[src/rtl/eth_payload_buf.sv]
// eth_payload_buf: double-buffered UDP payload source for the 10BASE-T
// frame transmitter. One bank fills from a valid/ready producer while the
// other is served to the transmitter at its packet-ROM byte addresses.
// Optional feature macro: ETH_PAYLOAD_SEQ_EN (byte 0 replaced by a frame
// sequence number latched at each bank swap).
module eth_payload_buf #(
    parameter int PAYLOAD_LEN = 18,
    parameter int ADDR_BASE   = 'h32,
    parameter int ADDR_W      = 7
) (
    input  logic              clk,
    input  logic              rst_n,
    input  logic [7:0]        s_data,
    input  logic              s_valid,
    input  logic              s_last,
    output logic              s_ready,
    input  logic [ADDR_W-1:0] rd_addr,
    output logic [7:0]        rd_data,
    input  logic              tx_busy,
    output logic              start,
    output logic [7:0]        drop_cnt
);

    localparam int LEN_W = $clog2(PAYLOAD_LEN + 1);
    localparam int IDX_W = $clog2(2 * PAYLOAD_LEN);

    typedef enum logic {W_FILL, W_FULL} wstate_t;
    typedef enum logic [1:0] {R_IDLE, R_ARM, R_SEND} rstate_t;

    wstate_t          wstate, wstate_nxt;
    rstate_t          rstate, rstate_nxt;
    logic             wr_bank;
    logic             rd_bank;
    logic [LEN_W-1:0] wr_ptr;
    logic [LEN_W-1:0] len [2];
    logic [7:0]       mem [0:2*PAYLOAD_LEN-1];

    logic             accept;
    logic             frame_done;
    logic             swap;
    logic             drop;
    int               off;
    logic             in_win;
    logic [IDX_W-1:0] wr_idx;
    logic [IDX_W-1:0] rd_idx;

    // Saturating byte counter increment.
    function automatic logic [7:0] sat_inc8(input logic [7:0] v);
        return (v == 8'hFF) ? v : v + 8'd1;
    endfunction

    assign rd_bank = ~wr_bank;

    // Handshake decode, bank addressing and next-state logic for both FSMs.
    always_comb begin
        accept     = s_valid && s_ready;
        drop       = s_valid && !s_ready;
        frame_done = accept && (s_last || (int'(wr_ptr) == PAYLOAD_LEN - 1));
        swap       = (rstate == R_IDLE) && (wstate == W_FULL);
        wstate_nxt = wstate;
        rstate_nxt = rstate;

        off    = int'(rd_addr) - ADDR_BASE;
        in_win = (off >= 0) && (off < PAYLOAD_LEN) && (off < int'(len[rd_bank]));
        wr_idx = IDX_W'(wr_bank ? PAYLOAD_LEN : 0) + IDX_W'(wr_ptr);
        rd_idx = IDX_W'(rd_bank ? PAYLOAD_LEN : 0) + IDX_W'(in_win ? off : 0);

        case (wstate)
            W_FILL:  if (frame_done) wstate_nxt = W_FULL;
            W_FULL:  if (swap)       wstate_nxt = W_FILL;
            default:                 wstate_nxt = W_FILL;
        endcase

        case (rstate)
            R_IDLE:  if (swap)     rstate_nxt = R_ARM;
            R_ARM:   if (tx_busy)  rstate_nxt = R_SEND;
            R_SEND:  if (!tx_busy) rstate_nxt = R_IDLE;
            default:               rstate_nxt = R_IDLE;
        endcase
    end

    // Control state: FSM registers, bank select, fill pointer/lengths, strobes.
    always_ff @(posedge clk or negedge rst_n) begin
        if (!rst_n) begin
            wstate   <= W_FILL;
            rstate   <= R_IDLE;
            s_ready  <= 1'b0;
            start    <= 1'b0;
            drop_cnt <= 8'd0;
            wr_bank  <= 1'b0;
            wr_ptr   <= '0;
            len[0]   <= '0;
            len[1]   <= '0;
        end else begin
            wstate  <= wstate_nxt;
            rstate  <= rstate_nxt;
            s_ready <= (wstate_nxt == W_FILL);
            start   <= swap;
            if (drop) drop_cnt <= sat_inc8(drop_cnt);
            if (accept) wr_ptr <= wr_ptr + LEN_W'(1);
            if (frame_done) len[wr_bank] <= wr_ptr + LEN_W'(1);
            // Accept and swap are exclusive: a swap only happens from FULL.
            if (swap) begin
                wr_bank      <= ~wr_bank;
                len[rd_bank] <= '0;
                wr_ptr       <= '0;
            end
        end
    end

    // Payload storage; contents are meaningless until covered by len.
    always_ff @(posedge clk) begin
        if (accept) mem[wr_idx] <= s_data;
    end

`ifdef ETH_PAYLOAD_SEQ_EN
    logic [7:0] seq;
    logic [7:0] seq_lat;

    // Frame sequence number, captured for the bank being handed to the reader.
    always_ff @(posedge clk or negedge rst_n) begin
        if (!rst_n) begin
            seq     <= 8'd0;
            seq_lat <= 8'd0;
        end else if (swap) begin
            seq_lat <= seq;
            seq     <= seq + 8'd1;
        end
    end

    // Registered read port; byte 0 carries the sequence number.
    always_ff @(posedge clk or negedge rst_n) begin
        if (!rst_n)      rd_data <= 8'h00;
        else if (off == 0) rd_data <= seq_lat;
        else if (in_win) rd_data <= mem[rd_idx];
        else             rd_data <= 8'h00;
    end
`else
    // Registered read port; bytes beyond the fill length read as zero padding.
    always_ff @(posedge clk or negedge rst_n) begin
        if (!rst_n)      rd_data <= 8'h00;
        else if (in_win) rd_data <= mem[rd_idx];
        else             rd_data <= 8'h00;
    end
`endif

endmodule

[config.mk]
export PLATFORM = sky130hd
export DESIGN_NAME = eth_payload_buf
export DESIGN_NICKNAME = d
export VERILOG_FILES = /design/src/rtl/eth_payload_buf.sv
export SDC_FILE = /design/constraint.sdc
export NUM_CORES = 1
export LEC_CHECK = 0
export ABC_AREA = 0
export CORE_MARGIN = 2
export CORE_UTILIZATION = 55
export CTS_CLUSTER_SIZE = 40
export DETAILED_ROUTE_END_ITERATION = 16
export GPL_TIMING_DRIVEN = 0
export PLACE_DENSITY = 0.75
export SYNTH_ARGS = -nofsm -noshare
export SYNTH_HDL_FRONTEND = slang
export SYNTH_SLANG_ARGS = --single-unit
[constraint.sdc]
create_clock -name clk -period 4.1 [get_ports clk]
set_input_delay 0.82 -clock clk [delete_from_list [all_inputs] [get_ports clk]]
set_output_delay 0.82 -clock clk [all_outputs]
set_load 0.01 [all_outputs]
==> impl_metrics.toml <==
[critical_path]
cp_data_required_time_ns = 4.49
end_kind = "flop"
crit_fanout = 8
critPathMaxStageDelay_ns = 0.59
critPathSlowestCell = "a222oi_1"
worstPathArrival_ns = 4.45
crit_type = "in2reg"
path_cells = "clkbuf_4, inv_2, ha_4, xor2_2, ha_2, nor4_4, a22oi_2, a21oi_2, buf_4, and4_1, ha_4, xor2_1, nand2_1, mux2i_4, buf_12, buf_4, a222oi_1, a311o_1, a21oi_1"
start_kind = "input port"

[detailed_routing]
drc_errors = 0
routed_wl_um = 30650
vias = 7305
vias_per_cell = 6.330
wire_per_inst_um = 26.56
postRouteAntennaNets = 0
first_pass_iters = 6
drtIter0Drc = 1019

[final_layout]
post-route-util_pct = 65.69
nNetsFinal = 843
fillers = 1566
seq_area_sq_um = 9574
multi_input_comb_area_sq_um = 3670
area_growth_pct = 16.47
drive_above_1_share_pct = 23.83
n_antenna_cell = 0

[synth]
synth_area_sq_um = 13320
synth_top_area_cell = "edfxtp_1"
yosys.area.top_type_share_pct = 64.94
synth_edf_count = 288
synth.most_common_cell = "edfxtp_1"
syn_avg_cell_area_sq_um = 18.47
async_reset_ff_share_pct = 11.38
ys.flop_type = "edfxtp_1"
synth-seq-area-share_pct = 71.89
synth.distinct_cells = 57
synth_common_cells = "288 x edfxtp_1, 78 x nor2_1, 71 x mux4_2, 37 x dfrtp_1, 27 x nand2_1"
synth.area.top_cells = "edfxtp_1 65%, mux4_2 12%, dfrtp_1 7.0%"
ys_ff_latch = 325
yosysWarnings = 0
syn_nets = 755
syn_inst = 721

[clock_tree]
tritoncts = "built"
numCtsBuffers = 34
clock_path_buffers = 3
clock_latency_ns = 0.53
cts_sinks = 325
cts-root-buf = "clkbuf_16"
clk_pin_slew_ns = 0.07
postCtsHoldBufs = 0
htreeDepth = 2

[timing]
setup_viol = 0
fin_crit_ns = 4.054
tightest_slew_ns = 1.404
clock_skew_ns = 0.02707
whs_ns = 0.4121
final_max_slew_viol_count = 0
relSlewSlack_pct = 6.119
hold_viol_final = 0
post-route-period-util_pct = 98.88
clock.fmax_ghz = 0.2467

[die]
die_h_um = 159.6
die_x_um = 159.6
boundaryPins = 38
die_area_sq_um = 25480
rows = 56
initial_core_util_pct = 56.40
coreArea_sq_um = 23610

[run]
maxCapViolations = 0

[grt]
grt_usage_pct = 24.40
grt_start_max_net_pins = 38
grt_pass1_vias = 7448
antenna_found_initial = 0
grt.overflow.total = 0
grt_pass1_wl_um = 45480

[power]
vdd_ir_drop_max_mv = 0.4462
power_density_nw_per_um2 = 632.7
p_leak_uw = 0.005246

[outcome]
outcome = "complete, no violations"

[placement]
finalWeightedCongestion = 0.8863
hpwl_um = 19100
port_buffers = 37

[min_path]
hp-class = "in2async"
[per-stage QoR]
step           instances  total power, uW  setup WS [ns]  setup TNS [ns]  area [sq um]
4_1_cts             1151             9725       0.003212               0         15460
2_1_floorplan        721             5675       -0.03948         -0.1234         13350
3_5_place_dp        1077             6494         -1.661          -12.90         14110
3_3_place_gp        1077             6395         -1.514          -11.87         14120
6_report            1154             9814        0.04589               0         15510
5_1_grt             1154            10120      -0.008828        -0.01255         15510
[final timing paths]
| check | from | end | slack (ns) | depth (start not counted) |
|---|---|---|---|---|
| setup / recovery | rd_addr[1] | rd_data[2] | 0.05 | 19 |
| setup reg to reg | wr_bank | rd_data[2] | 0.10 | 17 |
| max in group asynchronous | rst_n | wr_ptr[3] | 3.13 | 1 |
| hold reg to reg | drop_cnt[5] | drop_cnt[5] | 0.51 | 1 |
| min in group clk | drop_cnt[5] | drop_cnt[5] | 0.51 | 1 |
| hold / removal | rst_n | rd_data[7] | 0.41 | 1 |
[cell type report]
cell class / instances / area share, %
clock inverter: 14 / 0.8147
clock buffer: 48 / 6.227
tap: 319 / 2.573
multi-input combinational: 360 / 23.66
buffer: 25 / 1.629
sequential: 325 / 61.72
timing repair buffer: 54 / 3.154
inverter: 9 / 0.2178
[routing by layer]
layer,up-vias,track usage [%],wire length (um)
li1,3067,-,-
met1,3707,32.31,11280
met2,451,39.18,14930
met3,80,6.519,3335
met5,-,0,0
met4,0,9.504,1103
[flip-flops by register name, summed over array words and instances, names as in the netlist]
signal and flops:
rd_data 8, s_ready 1, drop_cnt 8, rstate 2
wr_ptr 5, mem 288, wstate 1, len 10
start 1, wr_bank 1
[timing repair]
action,in CTS,in global routing
setup endpoints to repair,8,8
pin swaps,9,6
buffers inserted,12,4
cloned,1,0
gates resized for setup,33,17
[report_power, final]
part           switching, uW  leakage (uW)  internal [uW]
Combinational           1550       0.00164           1320
Clock                   1250      0.000533           1730
Sequential               128       0.00307           3840
[critical path, delay by kind of cell]
family,cells,cell delay [ns]
compound gates,5,1.26
fa+ha+maj,3,0.65
mux,1,0.08
xor+xnor,2,0.34
buf+inv,5,0.68
simple gates,3,0.63
[cell families after synthesis]
family | share of synthesized area (%)
xor gates and xnor gates | 1.635
adders and majority gates | 1.315
DFF | 71.89
buffers and inverters | 1.494
muxes | 14.08
AOI/OAI and AO/OA | 3.880
and+or+nand+nor | 5.703
[cell usage in the layout, fill, tap and decap left out, types with 5 or more instances in the layout]
master             n
a211oi_1          11
a21oi_1           15
a222oi_1           8
buf_12             5
buf_2              9
buf_4             17
buf_6              5
clkbuf_1          17
clkbuf_16         37
clkdlybuf4s50_1   27
clkinv_2           5
dfrtp_1           37
edfxtp_1         288
ha_1              10
inv_1              8
mux2i_1           12
mux4_2            71
nand2_1           27
nand2b_1           6
nand3_1           16
nor2_1            77
nor2b_1            5
xnor2_1           11
xor2_1             9
Power figures use the tool's default switching activity.
